[src/rtl/sn74123_os.sv]
// One section of an SN74123 retriggerable monostable, sampled on mclk.
// Pulse width is WIDTH mclk cycles; RETRIG=0 gives 74121-like behaviour.
module sn74123_os #(
    parameter int WIDTH  = 100,
    parameter bit RETRIG = 1'b1,
    parameter int CW     = 16
) (
    input  logic mclk,
    input  logic rst_n,
    input  logic a_n,
    input  logic b,
    input  logic clr_n,
    output logic q,
    output logic q_n
);

    localparam logic [CW-1:0] LOAD = CW'(WIDTH - 1);

    logic          q_q, q_d;
    logic          qn_q, qn_d;
    logic          old_trig_q, old_trig_d;
    logic [CW-1:0] cnt_q, cnt_d;
    logic          trig;
    logic          trig_ev;

    assign trig    = ~a_n & b & clr_n;
    assign trig_ev = trig & ~old_trig_q;

    always_comb begin
        q_d        = q_q;
        qn_d       = qn_q;
        cnt_d      = cnt_q;
        old_trig_d = trig;
        if (!clr_n) begin
            q_d   = 1'b0;
            qn_d  = 1'b1;
            cnt_d = '0;
        end else if (trig_ev && !q_q) begin
            q_d   = 1'b1;
            qn_d  = 1'b0;
            cnt_d = LOAD;
        end else if (trig_ev && RETRIG) begin
            cnt_d = LOAD;
        end else if (q_q && cnt_q != '0) begin
            cnt_d = cnt_q - 1'b1;
        end else if (q_q) begin
            q_d  = 1'b0;
            qn_d = 1'b1;
        end
    end

    // old_trig resets high so a trigger level held through reset is not an edge
    always_ff @(posedge mclk or negedge rst_n) begin
        if (!rst_n) begin
            q_q        <= 1'b0;
            qn_q       <= 1'b1;
            cnt_q      <= '0;
            old_trig_q <= 1'b1;
        end else begin
            q_q        <= q_d;
            qn_q       <= qn_d;
            cnt_q      <= cnt_d;
            old_trig_q <= old_trig_d;
        end
    end

    assign q   = q_q;
    assign q_n = qn_q;

endmodule

[config.mk]
export PLATFORM = sky130hd
export DESIGN_NAME = sn74123_os
export DESIGN_NICKNAME = d
export VERILOG_FILES = /design/src/rtl/sn74123_os.sv
export SDC_FILE = /design/constraint.sdc
export NUM_CORES = 1
export LEC_CHECK = 0
export BUFFER_PORTS_ARGS = -buffer_cell sky130_fd_sc_hd__buf_4
export CAP_MARGIN = 20
export CELL_PAD_IN_SITES_DETAIL_PLACEMENT = 1
export CELL_PAD_IN_SITES_GLOBAL_PLACEMENT = 1
export CORE_UTILIZATION = 49
export CTS_CLUSTER_DIAMETER = 150
export DETAILED_ROUTE_END_ITERATION = 8
export GPL_TIMING_DRIVEN = 0
export PLACE_DENSITY = 0.89
export SLEW_MARGIN = 20
export SYNTH_ARGS = -nofsm -noshare
export SYNTH_HDL_FRONTEND = slang
export SYNTH_SLANG_ARGS = --single-unit
[constraint.sdc]
create_clock -name mclk -period 3.5 [get_ports mclk]
set_input_delay 0.35 -clock mclk [delete_from_list [all_inputs] [get_ports mclk]]
set_output_delay 0.35 -clock mclk [all_outputs]
set_load 0.05 [all_outputs]
==> Word level (Yosys, flattened, before mapping) <==
Index checks and enable logic that the tools add are counted.
{ "word_totals": {"elab_cells": 33, "output_inout_bits": 2, "ff_bits": 19} }
{ "op_classes": {"add_sub_neg": 1, "eq_ne": 4, "muxes": 13, "n_reduce_logical": 6, "bitwise_logic": 5} }
{ "ops": {"columns": ["op", "n"], "rows": [
  ["$mux 16", 4],
  ["$reduce_bool 16->1", 1],
  ["$sub 16x1->16 const B", 1],
  ["$mux 1", 9],
  ["$ne 4x1->1 const B", 1],
  ["$and 1x1->1", 3],
  ["$ne 3x1->1 const B", 1],
  ["$ne 3x2->1 const B", 1],
  ["$ne 3x3->1 const B", 1],
  ["$reduce_and 3->1", 1],
  ["$logic_and 1x1->1", 2],
  ["$not 1->1", 2],
  ["$reduce_and 2->1", 1],
  ["$logic_not 1->1", 1]
]} }

==> Logic depth before layout (Yosys ltp) <==
Gate-level depths: netlist of run 1.
{ "logic_depth": {"ltp_word": 7, "depth_mapped": 6, "ltp_nobuf": 6} }

==> Worst setup path after synthesis of run 1 <==
Ideal clock, no wire load.
{ "synth_timing": {"path_kind": "flip-flop to flip-flop", "startpoint": "register cnt_q[0]", "endpoint": "register cnt_q[10]", "slack_ns": 1.533, "setup_time_ns": 0.078, "path_buffers": 0, "period_less_slack_ns": 1.967, "path_stages_with_launch": 7, "t_arrival_ns": 1.888, "t_required_ns": 3.422, "cell_sequence": "dfrtp_1 inv_1 ha_1 or3b_2 or3_1 or4_1 a21oi_1"} }
{ "synth_between": {"elab_chain_cells": 5} }
{ "synth_rtl": {"columns": ["item", "line", "source"], "rows": [
  ["start: declaration", "22", "logic [CW-1:0] cnt_q, cnt_d;"],
  ["start signal: assignment", "62", "cnt_q <= cnt_d;"],
  ["$sub 16x1->16", "45", "cnt_d = cnt_q - 1'b1;"],
  ["$mux 16", "44", "end else if (q_q && cnt_q != '0) begin"],
  ["$mux 16", "42", "end else if (trig_ev && RETRIG) begin"],
  ["$mux 16", "38", "end else if (trig_ev && !q_q) begin"],
  ["$mux 16", "34", "if (!clr_n) begin"]
]} }
Parallel ways exist; a longest one is shown, timed or not. The select of a mux whose other input is x is not followed.
A chain may end at the register's enable or synchronous reset.

==> Final worst setup path of run 1 <==
{ "layout_timing": {"startpoint": "register cnt_q[1]", "endpoint": "register cnt_q[10]"} }
The elaborated chain is that of the path after synthesis.

==> results.md, run 1 <==
* Total track usage at 25.3%
* Placed cell area at approximately 1100 µm²
* Critical path's slowest cell: or3b_2
* Antenna Cells at 0
* Area grow syn2layout at 10.8%
* Worst Path Class, Setup: reg -> reg
* Resized cells post-CTS at 0
* Syn nets at around 120
* Yosys warns at 0
* Worst skew pair latency at just over 300 ps
* Power density cells at between 500 and 600 nW/µm²
* Die height at 48.7 µm
* Total wire length at 2.67 mm
* Initial core utilization at about 53%
* Final Cycle Share at around three fifths
* Row cnt at 16
* DR vias at 981
* Wire per inst at between 15 and 20 µm
* P_sw at 0.281 mW
* DP HPWL at 1.96 mm
* Critical path fanouts, max at 4
* Max incr delay on CP at 460 ps
* Non-filler instance count after layout at roughly 150
* Post-CTS Hold Fix Bufs at 1
* Vias/cell at 6.58
* Gate power share at 41.5%
* GPL Wtd Cong at about 0.77
* Inst Count DP at 144
* H-tree levels at 1
* Leakage at between 0.4 and 0.5 nW
* VDD IR max at around 0.00033 V
* Initial antenna violation count at 0
* Port-buffer cells at 6
* Worst Setup End Kind: register
* Starting DRT DRC Count at 23
* # DRC at 0
* Ys flop type: dfrtp_1
* Endpoints failing setup at 0
* Design area at roughly 1200 µm²
* Pre-antenna DRT Iters at 4
* CTS buffer count at 3
* Cell with the most instances after synthesis: dfrtp_1
* Hold WC Path Type: in -> reg
* RSZ-0062 raised after global routing: no
* Post-route ant nets at 0
* Clk pwr share at about 17%
* Seq pwr share at between 40% and 50%
* Headroom to the max-slew limit at between 60% and 70%
* Skew final at approximately 10 ps
* Worst EP required at between 3000 and 4000 ps
* Core area at about 2000 µm²
* WP buf/inv at 1
* Length of routed met2 wiring at 1.34 mm
* Clk sinks at 19
* Final setup TNS at 0 ps
* First-pass GRT wire length at 4.58 mm
* Hold Vio Cnt, Final at 0
* Outcome: complete, no violations
* Vias in the first global route at just under 1000
* Max-cap violation count at 0
* M1 WL at 1.19 mm
* Sw Share at about two fifths
* CTS tree: done
* Nets@finish at approximately 130
* DR top layer: met4
* # Post-CTS Setup Buffers at 0
* Clock slew at reported path FFs at around 120 ps
* Die Wd at about 50 µm
* Worst Path Arrival at 2380 ps
* WL met3 at between 90 and 100 µm
* Post-synth EDFFs at 0
* Commonest cells post-synth: 17 x dfrtp_1, 10 x a21oi_1, 7 x or4_1
* Cells after synthesis at ~110
* CTS max path bufs at 2
* Sequential fraction of the synthesis area at around 45%
* I/O pin total at 7
* Cell Area, Synth at between 1000 and 1500 µm²
* CTS root buffer: clkbuf_4
* Worst path cell trace: inv_1 -> ha_1 -> or3b_2 -> or3_1 -> or4_1 -> a21oi_1
* Synth area leaders: dfrtp_1 40%, dfstp_2 4.9%, or4_1 4.9%
* Worst R2R Setup Slack at around 1400 ps
* Die area at about 2400 µm²
* Asr flop ratio synth at 100%
* Cell internal pwr at about 0.40 mW
* Max Clk Rate at ~0.47 GHz
* Worst path top cell family by delay: simple AND/OR/NAND/NOR gates
* Synth Register Bits at 19
* Fillcell total at 236
* Mean Syn Cell Area at roughly 9.6 µm²
* GR Overflow Total at 0
* Top-area cell type share of the netlist area at between 30 and 40%
* Least-Margin Pin Slew at 573 ps
* Unique cell type count in the Yosys netlist at 31
* CP Launch Type: register
* Min Tclk post-route at approximately 2100 ps
* Fraction of layout cells with a size suffix above 1 at between 10% and 20%
* Largest net degree at the start of global routing at 20
* Top cell type by total area after synthesis: dfrtp_1
* Final number of max-transition violations at 0
## power by group through the flow
stage          clock (mW)  combinational [mW]  sequential (mW)
3_3_place_gp            0               0.263            0.280
4_1_cts             0.115               0.280            0.279
3_5_place_dp            0               0.277            0.283
6_report            0.118               0.281            0.279
5_1_grt             0.126               0.313            0.284
2_1_floorplan           0               0.201            0.281
## cells by family after synthesis
group           share of synthesized area [%]
buf+inv                                  2.81
mux                                     0.938
fa+ha+maj                                1.17
flops                                    44.8
compound gates                           19.7
simple gates                             30.6
## sequential cells by signal (all words and copies together) (netlist names)
signal and cells:
old_trig_q 1, cnt_q 16, q_n 1, q 1
## final cells by class
type | instances | area (µm²) | share of cell area [%]
Tap cell | 27 | 33.8 | 2.86
Timing Repair Buffer | 7 | 55.1 | 4.66
Buffer | 3 | 11.3 | 0.952
Sequential cell | 19 | 478 | 40.4
Clock buffer | 4 | 26.3 | 2.22
Inverter | 5 | 18.8 | 1.59
Multi-Input combinational cell | 84 | 559 | 47.3
## per-stage QoR
stage | setup slack (ps) | util (%) | total power [mW] | hold slack [ps]
6_report | 1350 | 59.1 | 0.679 | 163
5_1_grt | 1200 | 59.1 | 0.722 | 163
4_1_cts | 1370 | 59.1 | 0.674 | 173
3_5_place_dp | 1410 | 57.3 | 0.560 | 240
3_3_place_gp | 1450 | 57.3 | 0.543 | 240
2_1_floorplan | 1530 | - | 0.482 | 54.4
## layer usage
metal	up-vias	global-route usage [%]
li1	460	-
met1	492	34.1
met2	24	42.4
met3	5	2.52
met4	0	8.82
met5	-	0
## cells in the final DEF, fill, tap and decap left out, drive strengths merged, types with 4 or more instances in the layout
master / synthesis / final
a21oi: 10 / 10
a31oi: 4 / 4
buf: 0 / 6
clkbuf: 3 / 7
dfrtp: 17 / 17
inv: 5 / 5
nand2: 4 / 4
nand3: 5 / 5
nor2: 5 / 5
nor4: 6 / 6
o21ai: 6 / 6
o31ai: 5 / 5
or3: 6 / 6
or4: 10 / 10
## path summary, 6_finish.rpt
| kind | start | to | cells past startpoint |
|---|---|---|---|
| max reg2reg | cnt_q[1] | cnt_q[10] | 6 |
| min in group asynchronous | rst_n | cnt_q[7] | 2 |
| max in group asynchronous | rst_n | q_n | 2 |
| max | cnt_q[1] | cnt_q[10] | 6 |
| min | a_n | old_trig_q | 2 |
| min reg2reg | q_n | q_n | 2 |
(Power assumes the default switching activity.)
==> inputs of run 2 (changes only) <==
- ABC_AREA: default -> 1
- CORE_ASPECT_RATIO: default -> 1.75
- CORE_UTILIZATION: 49 -> 39
- PLACE_DENSITY: 0.89 -> 0.8
- clock period: 3.5 -> 1.76 ns (I/O delays scaled with it)
==> run 2 against run 1 <==
  * Sequential share of layout area shrank 5.3 points
  * Total power grew to 3.4 times the previous value
  * Non-clock buffer count grew 1
  * Clock skew shrank 6.1 ps
  * Register-to-register slack lost 1200 ps
  * Setup slack lost 1200 ps
  * Clock-buffer cell count shrank 1
  * Via count grew 14%
  * Critical path depth grew 4
  * Combinational power grew to 4.6 times the previous value
  * Critical endpoint is now cnt_q[15]
==> results.md, run 2 <==
* Outcome: complete, no violations
* Worst R2R Setup Slack at 130 ps (-1220 ps)
* Top-area cell type share of the netlist area at 35.7% (-4.2 points)
* Cell internal pwr at 1.19 mW (+200%)
* Die area at 3290 µm² (+39%)
* Ys flop type: dfrtp_1
* Starting DRT DRC Count at 20 (-13%)
* Critical path fanouts, max at 10 (+6)
* Vias in the first global route at 1163 (+18%)
* Fraction of layout cells with a size suffix above 1 at 18.3% (+1.1 points)
* Syn nets at 168 (+44%)
* Most common cell after layout, fill and taps aside: nand2_1
* CTS tree: done
* Hold path depth at 2 (unchanged)
* Endpoints failing setup at 0 (unchanged)
* WHS at 48.7 ps (-114 ps)
* Top cell type by total area after synthesis: dfrtp_1
* CTS max path bufs at 2 (unchanged)
* Worst Path Class, Setup: reg -> reg
* CTS root buffer: clkbuf_8
* First-pass GRT wire length at 5.21 mm (+14%)
* Cell with the most instances after synthesis: nand2_1
* Cell Area, Synth at 1190 µm² (+12%)
* Vias/cell at 5.49 (-17%)
* Final number of max-transition violations at 0 (unchanged)
* Critical path's slowest cell: dfrtp_1
* H-tree levels at 1 (unchanged)
* Worst skew pair latency at 260 ps (-50 ps)
* Max FFs per register at 16 (unchanged)
* Final Cycle Share at 92.8% (+31 points)
* Max Clk Rate at 0.612 GHz (+32%)
* Least-Margin Pin Slew at 315 ps (-259 ps)
* Post-synth EDFFs at 0 (unchanged)
* Min Tclk post-route at 1630 ps (-516 ps)
* Worst reg2reg path endpoint: cnt_q[15]
* Post-route ant nets at 0 (unchanged)
* Hold Vio Cnt, Final at 0 (unchanged)
* VDD IR max at 0.000803 V (+140%)
* Hold WC Path Type: in -> reg
* Mean Syn Cell Area at 7.36 µm² (-23%)
* Asr flop ratio synth at 100% (unchanged)
* Worst path cell trace: inv_1 -> ha_4 -> nand2_4 -> nor2_4 -> nand2_4 -> nand2_4 -> nand2_2 -> buf_6 -> a21oi_1 -> nor2_1
* Clk sinks at 19 (unchanged)
* Post-route setup slack at 126 ps (-1220 ps)
* Sequential fraction of the synthesis area at 40.1% (-4.7 points)
* CTS buffer count at 3 (unchanged)
* Placement Setup Slack at -4.03 ps (-1410 ps)
* Worst Path Arrival at 1790 ps (-590 ps)
* # DRC at 0 (unchanged)
* Wire per inst at 14.9 µm (-17%)
* Largest net degree at the start of global routing at 20 (unchanged)
* Nets@finish at 182 (+41%)
* Antenna Cells at 0 (unchanged)
* Skew final at 4.03 ps (-6.07 ps)
* Worst hold path endpoint: old_trig_q
* CP Launch Type: register
* P_sw at 1.10 mW (+290%)
* Pwr Total at 2.30 mW (+240%)
* Cells after synthesis at 162 (+46%)
* Commonest non-fill, non-tap cells in the layout: 35 x nand2_1, 27 x inv_1, 23 x nor2_1
* Max-cap violation count at 0 (unchanged)
* Synth Register Bits at 19 (unchanged)
* Synth area leaders: dfrtp_1 36%, nand2_1 11%, inv_1 8.5%
* Area grow syn2layout at 14.2%
* GPL Wtd Cong at 0.782 (+2.1%)
* R2R depth at 10 (+4)
* WP buf/inv at 2 (+1)
* GR Overflow Total at 0 (unchanged)
* Die height at 75.1 µm (+54%)
* HP Start: a_n
* Placed cell area at 1270 µm² (+11%)
* I/O pin total at 7 (unchanged)
* DP HPWL at 2.28 mm (+16%)
* Total track usage at 21.6% (-3.8 points)
* Clk pwr share at 13.6% (-3.8 points)
* Yosys warns at 0 (unchanged)
* Total wire length at 3.03 mm (+14%)
* Initial core utilization at 40.7% (-13 points)
* Worst path top cell family by delay: simple AND/OR/NAND/NOR gates
* Design area at 1360 µm² (+15%)
* Worst EP required at 1910 ps (-1820 ps)
* Die Wd at 43.8 µm (-10%)
* Max incr delay on CP at 360 ps (-100 ps)
* Worst reg2reg path startpoint: cnt_q[0]
* Seq pwr share at 30.3% (-11 points)
* Commonest cells post-synth: 35 x nand2_1, 27 x inv_1, 23 x nor2_1
* Clock slew at reported path FFs at 80 ps (-40 ps)
* DR vias at 1115 (+14%)
* Gate power share at 56.2% (+15 points)
* Headroom to the max-slew limit at 78.9% (+18 points)
* Final setup TNS at 0 ps (unchanged)
* Sw Share at 48.1% (+6.7 points)
* Worst Setup End Kind: register
* Pre-antenna DRT Iters at 4 (unchanged)
* Unique cell type count in the Yosys netlist at 22 (-29%)
* Power density cells at 1690 nW/µm² (+190%)
* Row cnt at 26 (+10)
* Most frequent cell on the critical path: nand2_4
* Core area at 2930 µm² (+46%)
* Port-buffer cells at 6 (unchanged)
* Most flop-heavy register: cnt_q
* Initial antenna violation count at 0 (unchanged)
* Leakage at 0.707 nW (+47%)
[run 2: cell types whose count changed in the layout (fill, tap and decap cells not counted), moves of 6 or more]
| cell | previous run | this run |
|---|---|---|
| nand2_1 | 4 | 35 |
| or3_1 | 6 | 0 |
| nand3_1 | 4 | 13 |
| inv_1 | 5 | 27 |
| or4_1 | 7 | 0 |
| nor2_1 | 5 | 23 |
[run 2: cell type report]
type,instances,area (µm²)
clock inverters,1,5.00
plain buffers,2,18.8
inverters,28,105
clock buffers,3,41.3
multi-input cells,113,608
repair buffers,9,70.1
flip-flops and latches,19,478
fillers,378,1570
well taps,28,35.0
[run 2: worst max path at each step]
stage,from,end,depth (start not counted)
after floorplan,cnt_q[0],cnt_q[15],10
after global placement,cnt_q[0],cnt_q[15],10
after detailed placement,cnt_q[0],cnt_q[15],10
after CTS,cnt_q[0],cnt_q[15],10
after global routing,cnt_q[0],cnt_q[15],10
final,cnt_q[0],cnt_q[15],10
[run 2: kinds of logic after synthesis]
family                   count (synthesis)  synth area share (%)
AO/OA/AOI/OAI                           18                  8.92
XOR/XNOR                                 3                  2.20
adder cells (fa/ha/maj)                  1                  1.05
buffers and inverters                   30                  10.4
flip-flops                              19                  40.1
AND/OR/NAND/NOR                         91                  37.4
[run 2: repair_timing]
action / 4_1_cts / 5_1_grt
endpoints found under the hold margin: 17 / 0
buffers inserted: 0 / 2
hold buffers: 1 / 0
setup endpoints to repair: 2 / 7
pin swaps: 0 / 1
resized for setup: 1 / 2
[run 2: metal layers]
layer,vias to the layer above,wire length (µm),GRT usage [%]
met5,-,0,0
met4,0,64,11.8
met3,8,57,3.60
met2,17,1780,40.1
met1,549,1130,22.1
li1,541,-,-
[run 2: metrics by stage]
step | utilization, % | std cells
floorplan | - | 162
CTS | 45.5 | 201
global placement | 43.5 | 196
global route | 46.5 | 203
finish | 46.5 | 203
detailed placement | 43.5 | 196
[run 2: power groups by stage]
stage	Sequential (mW)	Clock, mW	Combinational (mW)
2_1_floorplan	0.693	0	0.943
3_3_place_gp	0.697	0	1.15
3_5_place_dp	0.707	0	1.20
4_1_cts	0.697	0.323	1.23
5_1_grt	0.715	0.331	1.47
6_report	0.696	0.312	1.29
==> inputs of run 3 (changes only) <==
- CORE_ASPECT_RATIO: 1.75 -> default
==> run 3 against run 2 <==
  * Clock-buffer cell count up 1
  * Combinational power decreased by 3%
  * Setup slack lost 13 ps
  * Clock skew barely moved
  * Sequential share of layout area increased by 0.62 points
  * Hold slack improved by 57 ps
  * Register-to-register slack about the same
  * Fmax is 0.80% lower
  * Wire length up 0.99%
==> results.md, run 3 (synthesis results as in run 2) <==
* Commonest non-fill, non-tap cells in the layout: 35 x nand2_1, 27 x inv_1, 23 x nor2_1
* Min Tclk post-route at 1650 ps (+13.1 ps)
* GPL Wtd Cong at 0.784 (+0.26%)
* GR Overflow Total at 0 (unchanged)
* Initial antenna violation count at 0 (unchanged)
* CTS tree: done
* Nets@finish at 181 (-0.55%)
* Die height at 57.3 µm (-24%)
* Vias/cell at 5.45 (-0.80%)
* Worst Path Arrival at 1840 ps (+50 ps)
* CTS root buffer: clkbuf_4
* Pwr Total at 2.18 mW (-5.1%)
* Worst EP required at 1960 ps (+50 ps)
* Final Cycle Share at 93.6% (+0.75 points)
* Post-route ant nets at 0 (unchanged)
* Least-Margin Pin Slew at 303 ps (-12.2 ps)
* Worst reg2reg path endpoint: cnt_q[15]
* CTS max path bufs at 2 (unchanged)
* Post-route setup slack at 113 ps (-13.1 ps)
* Wire per inst at 14.9 µm (about the same)
* CTS buffer count at 3 (unchanged)
* Placement Setup Slack at 45.2 ps (+49.2 ps)
* Leakage at 0.689 nW (-2.6%)
* CP Launch Type: register
* Pre-antenna DRT Iters at 4 (unchanged)
* # Post-CTS Setup Buffers at 0 (unchanged)
* Clk pwr share at 10.3% (-3.3 points)
* DP HPWL at 2.20 mm (-3.2%)
* First-pass GRT wire length at 5.44 mm (+4.5%)
* Power density cells at 1630 nW/µm² (-3.7%)
* Hold Vio Cnt, Final at 0 (unchanged)
* Max FFs per register at 16 (unchanged)
* Non-filler instance count after layout at 205 (+0.99%)
* Core area at 2830 µm² (-3.4%)
* Outcome: complete, no violations
* Seq pwr share at 32.3% (+2.0 points)
* Worst skew pair latency at 300 ps (+40 ps)
* VDD IR max at 0.000596 V (-26%)
* Vias in the first global route at 1211 (+4.1%)
* Hold WC Path Type: in -> reg
* Final core occ at 47.4% (+0.92 points)
* Antenna Cells at 0 (unchanged)
* Endpoints failing setup at 0 (unchanged)
* Critical path fanouts, max at 10 (unchanged)
* Worst R2R Setup Slack at 110 ps (about the same)
* P_sw at 1.09 mW (-1.5%)
* Skew final at 4.41 ps (+0.376 ps)
* Worst reg2reg path startpoint: cnt_q[0]
* # DRC at 0 (unchanged)
* HP Start: b
* Clock slew at reported path FFs at 110 ps (+30 ps)
* Die area at 3280 µm² (-0.26%)
* Port-buffer cells at 6 (unchanged)
* Clk sinks at 19 (unchanged)
* Inst Count DP at 199 (+1.5%)
* R2R depth at 10 (unchanged)
* I/O pin total at 7 (unchanged)
* Final setup TNS at 0 ps (unchanged)
* Worst Setup End Kind: register
* Largest net degree at the start of global routing at 20 (unchanged)
* Placed cell area at 1280 µm² (+0.29%)
* Die Wd at 57.3 µm (+31%)
* Critical Path Start: cnt_q[0]
* Sw Share at 49.9% (+1.8 points)
* Max-cap violation count at 0 (unchanged)
* Area grow syn2layout at 12.5%
* Initial core utilization at 42.1% (+1.4 points)
* Most common cell after layout, fill and taps aside: nand2_1
* Cell internal pwr at 1.09 mW (-8.5%)
* DR vias at 1117 (+0.18%)
* WHS at 106 ps (+57.4 ps)
* Hold path depth at 3 (+1)
* Worst hold path endpoint: old_trig_q
* Final number of max-transition violations at 0 (unchanged)
* Fraction of layout cells with a size suffix above 1 at 17.2% (-1.0 points)
* Total wire length at 3.06 mm (+0.99%)
* Design area at 1340 µm² (-1.5%)
* Worst Path Class, Setup: reg -> reg
* Starting DRT DRC Count at 11 (-45%)
* H-tree levels at 1 (unchanged)
* Headroom to the max-slew limit at 79.7% (+0.81 points)
* Total track usage at 21.8% (+0.26 points)
* Row cnt at 19 (-27%)
* Most flop-heavy register: cnt_q
* Max Clk Rate at 0.607 GHz (-0.80%)
* Fillcell total at 367 (-2.9%)
* Gate power share at 57.4% (+1.2 points)
[run 3: changes by cell type in the layout (fill, tap and decap cells not counted), sizes merged]
cell | previous run | this run
buf | 10 | 8
clkbuf | 3 | 4
clkinv | 1 | 0
dlygate4sd3 | 1 | 2
[run 3: area by class of cell]
type / instances / area (µm²) / area share, %
buffer: 2 / 18.8 / 1.40
timing repair buffer: 8 / 65.1 / 4.85
multi-input combinational: 113 / 608 / 45.3
sequential: 19 / 479 / 35.7
clock buffer: 4 / 26.3 / 1.96
tap: 31 / 38.8 / 2.89
inverter: 28 / 105 / 7.84
[run 3: worst max-delay path by stage]
| stage | to | slack, ps |
|---|---|---|
| floorplan | cnt_q[15] | 230 |
| global placement | cnt_q[15] | 80 |
| detailed placement | cnt_q[15] | 50 |
| CTS | cnt_q[15] | 20 |
| global route | cnt_q[15] | -9 |
| finish | cnt_q[15] | 110 |
[run 3: layer usage]
metal / track usage (%) / up-vias / share of wire (%)
met5: 0 / - / 0
met4: 8.36 / 0 / 3.2
met3: 2.04 / 10 / 1.9
met2: 38.5 / 17 / 49
met1: 27.6 / 555 / 45
li1: - / 535 / -
[run 3: power by group through the flow]
stage	combinational [mW]	sequential, mW	clock (mW)
global route	1.45	0.723	0.242
detailed placement	1.19	0.709	0
global placement	1.14	0.693	0
floorplan	0.943	0.693	0
finish	1.25	0.705	0.224
CTS	1.21	0.700	0.235
[run 3: repair_timing]
| item | in CTS | in global routing |
|---|---|---|
| hold buffers | 2 | 0 |
| resized for setup | 0 | 4 |
| setup endpoints to repair | 0 | 12 |
| endpoints found under the hold margin | 20 | 0 |
[run 3: critical path, stage by stage (launching register included)]
cell and delay (ps):
dfrtp_1 390, inv_1 160, ha_4 200, nand2_4 60, nor2_4 180, nand2_4 90
nand2_4 60, nand2_2 70, buf_6 160, a21oi_1 120, nor2_1 60
